File: src/rtl/mem_arb_pkg.sv
// rtl/mem_arb_pkg.sv - shared index/entry types and round-robin pointer helper for mem_port_arbiter
package mem_arb_pkg;

    localparam int NUM_REQ_DEF    = 2;
    localparam int DATA_WIDTH_DEF = 32;
    localparam int REQ_IDX_W      = (NUM_REQ_DEF > 1) ? $clog2(NUM_REQ_DEF) : 1;

    typedef logic [REQ_IDX_W-1:0] req_idx_t;

    typedef struct packed {
        req_idx_t                  tag;
        logic [DATA_WIDTH_DEF-1:0] data;
    } rsp_entry_t;

    // Pointer moves just past the winner; holds when nobody was granted.
    function automatic int unsigned rr_next(input int unsigned ptr, input int unsigned g,
                                            input int unsigned n, input logic granted);
        if (!granted) begin
            return ptr;
        end
        return ((g + 1) >= n) ? 0 : (g + 1);
    endfunction

endpackage

File: src/rtl/rr_arbiter.sv
// rtl/rr_arbiter.sv - round-robin arbiter with combinational one-hot grant and private pointer
module rr_arbiter
    import mem_arb_pkg::*;
#(
    parameter int NUM_REQ = 2,
    parameter int IDX_W   = (NUM_REQ > 1) ? $clog2(NUM_REQ) : 1
) (
    input  logic               clk,
    input  logic               rst,
    input  logic [NUM_REQ-1:0] req,
    input  logic               en,
    output logic [NUM_REQ-1:0] gnt,
    output logic [IDX_W-1:0]   gnt_idx
);

    logic [IDX_W-1:0] ptr;
    logic [IDX_W-1:0] cand;
    logic             found;

    // Search req starting at ptr and wrapping; first asserted request wins.
    always_comb begin
        gnt     = '0;
        gnt_idx = '0;
        found   = 1'b0;
        cand    = '0;
        for (int i = 0; i < NUM_REQ; i++) begin
            cand = IDX_W'((int'(ptr) + i) % NUM_REQ);
            if (en && !found && req[cand]) begin
                found     = 1'b1;
                gnt[cand] = 1'b1;
                gnt_idx   = cand;
            end
        end
    end

    // Advance the pointer past the winner, hold when idle.
    always_ff @(posedge clk or negedge rst) begin
        if (!rst) begin
            ptr <= '0;
        end else begin
            ptr <= IDX_W'(rr_next(32'(ptr), 32'(gnt_idx), NUM_REQ, found));
        end
    end

endmodule

File: src/rtl/mem_port_arbiter.sv
// rtl/mem_port_arbiter.sv - dual-port BRAM sharer: RR load/store arbiters, credited load response FIFO (MEM_ARB_PERF_EN adds perf counters)
module mem_port_arbiter
    import mem_arb_pkg::*;
#(
    parameter int NUM_REQ    = 2,
    parameter int DATA_WIDTH = 32,
    parameter int ADDR_WIDTH = 32,
    parameter int RSP_DEPTH  = 2
) (
    input  logic                          clk,
    input  logic                          rst,
    input  logic [NUM_REQ-1:0]            ld_valid,
    input  logic [NUM_REQ*ADDR_WIDTH-1:0] ld_addr,
    output logic [NUM_REQ-1:0]            ld_ready,
    output logic [NUM_REQ-1:0]            rsp_valid,
    output logic [DATA_WIDTH-1:0]         rsp_data,
    input  logic [NUM_REQ-1:0]            rsp_ready,
    input  logic [NUM_REQ-1:0]            st_valid,
    input  logic [NUM_REQ*ADDR_WIDTH-1:0] st_addr,
    input  logic [NUM_REQ*DATA_WIDTH-1:0] st_data,
    output logic [NUM_REQ-1:0]            st_ready,
    output logic                          ce0,
    output logic                          we0,
    output logic [ADDR_WIDTH-1:0]         address0,
    output logic [DATA_WIDTH-1:0]         dout0,
    input  logic [DATA_WIDTH-1:0]         din0,
    output logic                          ce1,
    output logic                          we1,
    output logic [ADDR_WIDTH-1:0]         address1,
    output logic [DATA_WIDTH-1:0]         dout1,
    input  logic [DATA_WIDTH-1:0]         din1
`ifdef MEM_ARB_PERF_EN
    ,
    output logic [31:0]                   perf_ld_stall,
    output logic [31:0]                   perf_ld_conflict
`endif
);

    localparam int IDX_W = (NUM_REQ > 1) ? $clog2(NUM_REQ) : 1;
    localparam int PTR_W = (RSP_DEPTH > 1) ? $clog2(RSP_DEPTH) : 1;
    localparam int CNT_W = $clog2(RSP_DEPTH + 1);
    localparam int CW    = CNT_W + 1;

    logic [IDX_W-1:0]      fifo_tag  [RSP_DEPTH];
    logic [DATA_WIDTH-1:0] fifo_data [RSP_DEPTH];
    logic [PTR_W-1:0]      rd_ptr, wr_ptr;
    logic [CNT_W-1:0]      occ;
    logic                  inflight;
    logic [IDX_W-1:0]      inflight_tag;

    logic                  fifo_nonempty, pop, credit_ok;
    logic [IDX_W-1:0]      head_tag;
    logic [CW-1:0]         used_slots, cap_slots;
    logic [NUM_REQ-1:0]    ld_gnt, st_gnt;
    logic [IDX_W-1:0]      ld_idx, st_idx;
    logic [DATA_WIDTH-1:0] unused_din1;

    assign unused_din1 = din1;

    function automatic logic [PTR_W-1:0] ptr_inc(input logic [PTR_W-1:0] p);
        return (int'(p) == RSP_DEPTH - 1) ? '0 : p + 1'b1;
    endfunction

    assign fifo_nonempty = (occ != '0);
    assign head_tag      = fifo_tag[rd_ptr];
    assign pop           = fifo_nonempty & rsp_ready[head_tag];

    // The in-flight read already owns a slot; a same-cycle pop frees one.
    assign used_slots = CW'(occ) + CW'(inflight);
    assign cap_slots  = CW'(RSP_DEPTH) + CW'(pop);
    assign credit_ok  = used_slots < cap_slots;

    rr_arbiter #(.NUM_REQ(NUM_REQ), .IDX_W(IDX_W)) u_ld_arb (
        .clk     (clk),
        .rst     (rst),
        .req     (ld_valid),
        .en      (rst & credit_ok),
        .gnt     (ld_gnt),
        .gnt_idx (ld_idx)
    );

    rr_arbiter #(.NUM_REQ(NUM_REQ), .IDX_W(IDX_W)) u_st_arb (
        .clk     (clk),
        .rst     (rst),
        .req     (st_valid),
        .en      (rst),
        .gnt     (st_gnt),
        .gnt_idx (st_idx)
    );

    assign ld_ready = ld_gnt;
    assign ce0      = |ld_gnt;
    assign we0      = 1'b0;
    assign dout0    = '0;
    assign address0 = ce0 ? ld_addr[ld_idx*ADDR_WIDTH +: ADDR_WIDTH] : '0;

    assign st_ready = st_gnt;
    assign ce1      = |st_gnt;
    assign we1      = ce1;
    assign address1 = ce1 ? st_addr[st_idx*ADDR_WIDTH +: ADDR_WIDTH] : '0;
    assign dout1    = ce1 ? st_data[st_idx*DATA_WIDTH +: DATA_WIDTH] : '0;

    assign rsp_data = fifo_nonempty ? fifo_data[rd_ptr] : '0;

    // Present the head entry to its owner only.
    always_comb begin
        rsp_valid = '0;
        if (fifo_nonempty) begin
            rsp_valid[head_tag] = 1'b1;
        end
    end

    // FIFO pointers, occupancy and the one-deep in-flight read tracker.
    always_ff @(posedge clk or negedge rst) begin
        if (!rst) begin
            rd_ptr       <= '0;
            wr_ptr       <= '0;
            occ          <= '0;
            inflight     <= 1'b0;
            inflight_tag <= '0;
        end else begin
            if (inflight) begin
                wr_ptr <= ptr_inc(wr_ptr);
            end
            if (pop) begin
                rd_ptr <= ptr_inc(rd_ptr);
            end
            case ({inflight, pop})
                2'b10:   occ <= occ + 1'b1;
                2'b01:   occ <= occ - 1'b1;
                default: occ <= occ;
            endcase
            inflight     <= ce0;
            inflight_tag <= ld_idx;
        end
    end

    // Capture BRAM read data one cycle after the grant, tagged with its issuer.
    always_ff @(posedge clk) begin
        if (inflight) begin
            fifo_tag[wr_ptr]  <= inflight_tag;
            fifo_data[wr_ptr] <= din0;
        end
    end

`ifdef MEM_ARB_PERF_EN
    logic any_ld, multi_ld;
    assign any_ld   = |ld_valid;
    assign multi_ld = ($countones(ld_valid) > 1);

    // Saturating counters for starved and contended load cycles.
    always_ff @(posedge clk or negedge rst) begin
        if (!rst) begin
            perf_ld_stall    <= '0;
            perf_ld_conflict <= '0;
        end else begin
            if (any_ld && !ce0 && (perf_ld_stall != '1)) begin
                perf_ld_stall <= perf_ld_stall + 1'b1;
            end
            if (multi_ld && (perf_ld_conflict != '1)) begin
                perf_ld_conflict <= perf_ld_conflict + 1'b1;
            end
        end
    end
`endif

endmodule

File: config.mk
export PLATFORM = sky130hd
export DESIGN_NAME = mem_port_arbiter
export DESIGN_NICKNAME = d
export VERILOG_FILES = /design/src/rtl/mem_arb_pkg.sv /design/src/rtl/rr_arbiter.sv /design/src/rtl/mem_port_arbiter.sv
export SDC_FILE = /design/constraint.sdc
export NUM_CORES = 1
export LEC_CHECK = 0
export CAP_MARGIN = 20
export CELL_PAD_IN_SITES_DETAIL_PLACEMENT = 0
export CELL_PAD_IN_SITES_GLOBAL_PLACEMENT = 1
export CORE_AREA = 5 5 164 166
export CTS_CLUSTER_DIAMETER = 100
export CTS_CLUSTER_SIZE = 25
export DETAILED_ROUTE_END_ITERATION = 8
export DIE_AREA = 0 0 169 171
export HOLD_SLACK_MARGIN = 0.1
export PLACE_DENSITY_LB_ADDON = 0.25
export SLEW_MARGIN = 20
export SYNTH_ARGS = -nofsm -noshare
export SYNTH_HDL_FRONTEND = slang
export SYNTH_SLANG_ARGS = --single-unit
File: constraint.sdc
create_clock -name clk -period 5.9 [get_ports clk]
set_clock_uncertainty 0.05 [all_clocks]
set_input_delay 1.18 -clock clk [delete_from_list [all_inputs] [get_ports clk]]
set_output_delay 1.18 -clock clk [all_outputs]
set_load 0.01 [all_outputs]
==> reports/qor.txt, run 1 <==
Reg2reg start: occ[0]
Net Switching: 951 µW
Post-Route Setup TNS: 0 ps
Internal: 1730 µW
Critical Path AT: 3710 ps
Chip Height: 171 µm
Worst reg-to-reg setup slack: 4020 ps
Synth async-reset ratio: 0.108
Worst EP required: 4670 ps
First-pass DRT Iterations: 4
R2r endpoint: u_ld_arb.ptr
Utilization after layout: 0.345
Routed Wire Length: 20,400 µm
R2R cell count: 5
Die area: 28,900 µm²
Sw Share: 0.354
Power Density: 305 nW/µm²
Gpl congestion: 0.778
Max H-tree Level: 3
CTS resizes: 0
Grt total ovfl: 0
Sequential power share: 0.285
Hold Path End: fifo_tag[1]
Post-Place Worst Slack: 907 ps
Synth Instances: 545
Row count: 59
Post-DRT Antenna Nets: 0
YS warnings: 0
RSZ-0062 raised after global routing: false
Post-synth EDFFs: 66
Dpl hpwl: 15,900 µm
Register area: 2180 µm²
Final WS setup: 960 ps
Slew Limit Fails: 0
Clock sink count: 74
VDD IR max: 146 µV
Type of the worst setup path: input port to output pin
All-Layer GR Usage: 0.128
Root Driver: clkbuf_16
Fin. Hold Viols: 0
Top-area cell type share of the netlist area: 0.432
Synth Area in XOR/XNOR: 0.00954
First-pass GRT wire length: 28,700 µm
Vias/cell: 3.97
Worst-skew pair later-pin latency: 320 ps
Largest net degree at the start of global routing: 66
Hold/Removal Path Class: flip-flop to flip-flop
Rel. slew slack: 0.342
Deepest clock path buffer count: 2
Yosys reg bits: 74
Hold_buf cts: 0
CTS tree: done
Nature of the critical path endpoint: output pin
Initial antenna violation count: 0
Tcrit/Tclk final: 0.837
Max-Cap Viols: 0
Clk pin slew, worst setup/hold paths: 50 ps
Initial core utilization: 0.180
Main combinational cell family by area after synthesis: simple AND/OR/NAND/NOR gates
Vias after detailed routing: 4,903
Synth Area in Compound Gates: 0.125
Worst hold path stage count: 0
Cts bufs inserted: 9
Critical path launch point type: input port
Final Setup Violations: 0
Mapped Area: 4590 µm²
Clock power share: 0.176
Logic pwr share: 0.539
Setup Buffers After CTS: 0
Area leader, netlist: edfxtp_1
Fraction of layout cells with a size suffix above 1: 0.0433
Mux share of post-synthesis cell area: 0.0771
Number of global-route vias before repair: 4,888
Max frequency: 0.202 GHz
Hold Startpoint: inflight_tag
Wire per inst: 16.5 µm
Final hold slack: 394 ps
Ranking of synthesized cells by area: edfxtp_1 (43%), nand2_1 (16%), a21oi_1 (11%), mux2i_1 (7.0%), buf_4 (6.2%)
Top FF cell, synth: edfxtp_1
DRC Markers: 0
Seq/Total Area, Yosys: 0.475
Core Region: 25,500 µm²
Total power: 2680 µW
# diodes: 0
Post-synthesis simple-gate area fraction: 0.207
Net count, final: 1,164
IO Port Bufs: 368
Status: completed
Area Overhead vs Synth: 91.7%
Slew @ Worst Pin: 983 ps
Synth Area in Adders: 0.00818
Worst Path Max Fanout: 47
Number of library cell types mapped by synthesis: 32
Initial DRC Count: 242
Io pins: 434
Width of the die: 169 µm
Pleak: 0.00339 µW
Area of the multi-input gates: 2100 µm²
# fillers: 2,648
Synth Area per Inst: 8.42 µm²
Period minus WS final: 4940 ps
## placed cells by master, fill, tap and decap left out, drive strengths merged, types with 2 or more instances in the layout
cell type / instances
clkbuf: 9
o21ai: 6
nor2b: 2
xnor2: 3
dfrtp: 8
and3: 2
a21oi: 97
conb: 33
nand2: 196
inv: 9
mux2i: 33
clkinv: 5
clkdlybuf4s50: 368
edfxtp: 66
nor2: 36
ha: 3
buf: 12
xor2: 2
## cells by family (layout without fill, tap and decap cells)
group	Yosys count	in the layout
AO/OA/AOI/OAI	108	108
multiplexers	34	34
XOR/XNOR	5	5
other	1	33
adder cells (fa/ha/maj)	3	3
AND/OR/NAND/NOR	240	240
flip-flops	74	74
buffers and inverters	80	404
## state kept, by name, indices dropped and copies added, names as in the netlist
signal,flops
fifo_data,64
u_ld_arb.ptr,1
fifo_tag,2
rd_ptr,1
wr_ptr,1
occ,2
inflight_tag,1
inflight,1
u_st_arb.ptr,1
## worst max-delay path: stages
cell	delay [ps]
clkdlybuf4s50_1	530
nand2_1	140
a21o_2	340
buf_4	530
nand2_1	120
a21oi_1	260
clkdlybuf4s50_1	590
## synthesized netlist by cell type (2+ instances only)
cell        n
a21oi_1    97
and3_1      2
buf_1       8
buf_2       4
buf_4      38
clkbuf_1   21
dfrtp_1     8
edfxtp_1   66
ha_1        3
inv_1       9
mux2i_1    32
nand2_1   196
nor2_1     35
nor2b_1     2
o21ai_0     4
xnor2_1     3
xor2_1      2
## worst max-delay path by stage
stage	from	end	slack [ps]	cells after the start
after global routing	rst	address1[0]	750	7
after floorplan	st_valid[0]	we1	2450	5
after detailed placement	rst	address1[0]	910	7
after global placement	rst	address1[0]	860	7
after CTS	rst	address1[0]	890	7
final	rst	address1[0]	960	7
## power groups by stage
stage	combinational (µW)	sequential [µW]	clock, µW
after detailed placement	1480	776	0
after floorplan	711	763	0
after global routing	1570	776	516
after CTS	1490	766	491
after global placement	1490	772	0
final	1450	764	473
## metrics by stage
step	cell area, µm²	instances
finish	8800	1236
global route	8800	1236
CTS	8800	1236
detailed placement	8540	1221
global placement	8540	1221
floorplan	4710	577
## layout make-up
| cell class | instances | area share |
|---|---|---|
| inverter | 9 | 0.00384 |
| timing repair buffer | 380 | 0.432 |
| multi-input combinational | 423 | 0.239 |
| clock buffer | 9 | 0.0256 |
| sequential | 74 | 0.248 |
| clock inverter | 6 | 0.00398 |
| tap | 335 | 0.0476 |
## per-layer routing
metal,up-vias,share of wire,GRT usage
li1,2460,-,-
met1,2211,0.39,0.150
met2,221,0.52,0.234
met3,11,0.083,0.0402
met4,0,0.0071,0.0186
met5,-,0,0
(Power assumes the default switching activity.)
==> run 2, diff against run 1 <==
--- a/config.mk
+++ b/config.mk
@@ -8,11 +8,11 @@
 export CAP_MARGIN = 20
 export CELL_PAD_IN_SITES_DETAIL_PLACEMENT = 0
 export CELL_PAD_IN_SITES_GLOBAL_PLACEMENT = 1
-export CORE_AREA = 5 5 164 166
+export CORE_MARGIN = 5
+export CORE_UTILIZATION = 18
 export CTS_CLUSTER_DIAMETER = 100
 export CTS_CLUSTER_SIZE = 25
 export DETAILED_ROUTE_END_ITERATION = 8
-export DIE_AREA = 0 0 169 171
 export HOLD_SLACK_MARGIN = 0.1
 export PLACE_DENSITY_LB_ADDON = 0.25
 export SLEW_MARGIN = 20
==> constraint.sdc (replaced) <==
create_clock -name clk -period 4.1 [get_ports clk]
set_clock_uncertainty 0.05 [all_clocks]
set_input_delay 0.82 -clock clk [delete_from_list [all_inputs] [get_ports clk]]
set_output_delay 0.82 -clock clk [all_outputs]
set_load 0.01 [all_outputs]
==> run 2 against run 1 <==
Worst hold slack improved by 1.6 ps. Global-route usage decreased by 0.35 points. Total power increased by 55%. Via count increased by 0.47%. Cell count increased by 0.16%. Cell area increased by 2.1%. Largest cell class unchanged. Clock-buffer cell count increased by 1. Routed wire length decreased by 3.0%. Core utilization increased by 1.1 points. Sequential power increased by 44%.
==> reports/qor.txt, run 2 (same netlist as run 1, synthesis figures left out) <==
Grt total ovfl: 0
Max frequency: 0.257 GHz
Gpl congestion: 0.784
Routed Wire Length: 19,800 µm
Nature of the critical path endpoint: output pin
Slowest-stage cell, CP: clkdlybuf4s50_1
Worst Path Buf+Inv: 4
Top Usage Layer GRT: met2
DRC Markers: 0
CTS tree: done
First-pass DRT Iterations: 4
GR met3 Demand/Resource: 0.0363
IO Port Bufs: 368
Dpl hpwl: 15,500 µm
Initial core utilization: 0.182
Placed insts: 1,222
Worst-skew pair later-pin latency: 330 ps
Width of the die: 170 µm
Row count: 58
Initial DRC Count: 153
Critical Path AT: 3020 ps
RSZ-0062 raised after global routing: false
Top reg by flops: fifo_data
Tcrit/Tclk final: 0.949
Cts bufs inserted: 9
All-Layer GR Usage: 0.124
CTS resizes: 0
Root Driver: clkbuf_16
Setup Buffers After CTS: 0
Net count, final: 1,170
Met1 Use GR: 0.133
# fillers: 2,563
Slowest stage delay, CP: 610 ps
Deepest clock path buffer count: 2
Pleak: 0.00349 µW
Hold/Removal Path Class: flip-flop to flip-flop
Power Density: 463 nW/µm²
Io pins: 434
Rel. slew slack: 0.491
# diodes: 0
Period minus WS final: 3890 ps
Status: completed
Worst Path Max Fanout: 35
Commonest non-fill, non-tap cell in the layout: clkdlybuf4s50_1
Area of the multi-input gates: 2100 µm²
Register area: 2180 µm²
First-pass GRT wire length: 27,900 µm
Critical path launch point type: input port
Slew Limit Fails: 0
Vias/cell: 3.98
Largest net degree at the start of global routing: 65
Max-Cap Viols: 0
Max H-tree Level: 3
CP Cell Sequence: clkdlybuf4s50_1 -> nand2_1 -> a21o_2 -> inv_2 -> buf_12 -> nand2_1 -> a21oi_1 -> clkdlybuf4s50_1
Largest register FFs: 64
Vias after detailed routing: 4,926
Die area: 28,800 µm²
Type of the worst setup path: input port to output pin
Hold_buf cts: 0
Fin. Hold Viols: 0
Post-DRT Antenna Nets: 0
Slew @ Worst Pin: 764 ps
Initial antenna violation count: 0
Post-route insts no fill: 1,238
Commonest non-fill, non-tap cells in the layout: clkdlybuf4s50_1 (368), nand2_1 (196), a21oi_1 (97)
Fraction of layout cells with a size suffix above 1: 0.0507
Post-Route Setup TNS: 0 ps
Chip Height: 170 µm
Worst EP required: 3230 ps
Clock sink count: 74
Final Setup Violations: 0
Core Region: 25,200 µm²
VDD IR max: 251 µV
Clk pin slew, worst setup/hold paths: 60 ps
Critical path's top delay family: buffers and inverters
Area Overhead vs Synth: 95.6%
Number of global-route vias before repair: 4,942
Wire per inst: 16.0 µm
Biggest regs: fifo_data x64, fifo_tag x2, occ x2
M2 GR Usage: 0.241
[run 2: cell count changes in the layout (fill, tap and decap cells not counted)]
| cell | previous run | this run |
|---|---|---|
| clkbuf_1 | 0 | 1 |
| inv_6 | 0 | 1 |
| clkinvlp_4 | 1 | 0 |
| buf_12 | 2 | 5 |
| clkinv_1 | 1 | 0 |
| clkinv_2 | 3 | 0 |
| bufinv_16 | 0 | 4 |
| buf_4 | 10 | 13 |
[run 2: stage by stage]
step	instance area (µm²)	hold WS, ps	setup slack, ps	util	total power, µW
final	8980	395	211	0.357	4150
after global routing	8980	423	23.4	0.357	4410
after CTS	8980	398	104	0.357	4230
after detailed placement	8610	384	115	0.342	3260
after global placement	8610	373	122	0.342	3260
after floorplan	4710	370	1370	-	2120
[run 2: where the power goes]
part | internal [µW] | total, µW | switching (µW)
registers | 1030 | 1100 | 70.8
logic | 1080 | 2100 | 1010
clock network | 659 | 957 | 298
[run 2: final timing paths]
path | to | cells after the start | startpoint | slack, ps
worst max register to register | u_ld_arb.ptr | 6 | occ[0] | 1820
worst min register to register | fifo_tag[1] | 0 | inflight_tag | 400
max in group asynchronous | u_st_arb.ptr | 2 | rst | 2950
worst max-delay path | dout1[18] | 8 | rst | 210
worst min-delay path | fifo_tag[1] | 0 | inflight_tag | 400
min in group asynchronous | occ[1] | 2 | rst | 920
[run 2: per-layer routing]
layer  part of all wire  vias up
met5                  0        -
met4             0.0089        0
met3              0.087       12
met2               0.54      228
met1               0.37     2213
li1                   -     2473
[run 2: layout make-up]
type | instances | share of cell area
timing repair buffer | 386 | 0.432
sequential | 74 | 0.243
tap | 330 | 0.0460
clock inverter | 6 | 0.0153
clock buffer | 10 | 0.0255
multi-input combinational | 423 | 0.234
inverter | 9 | 0.00376
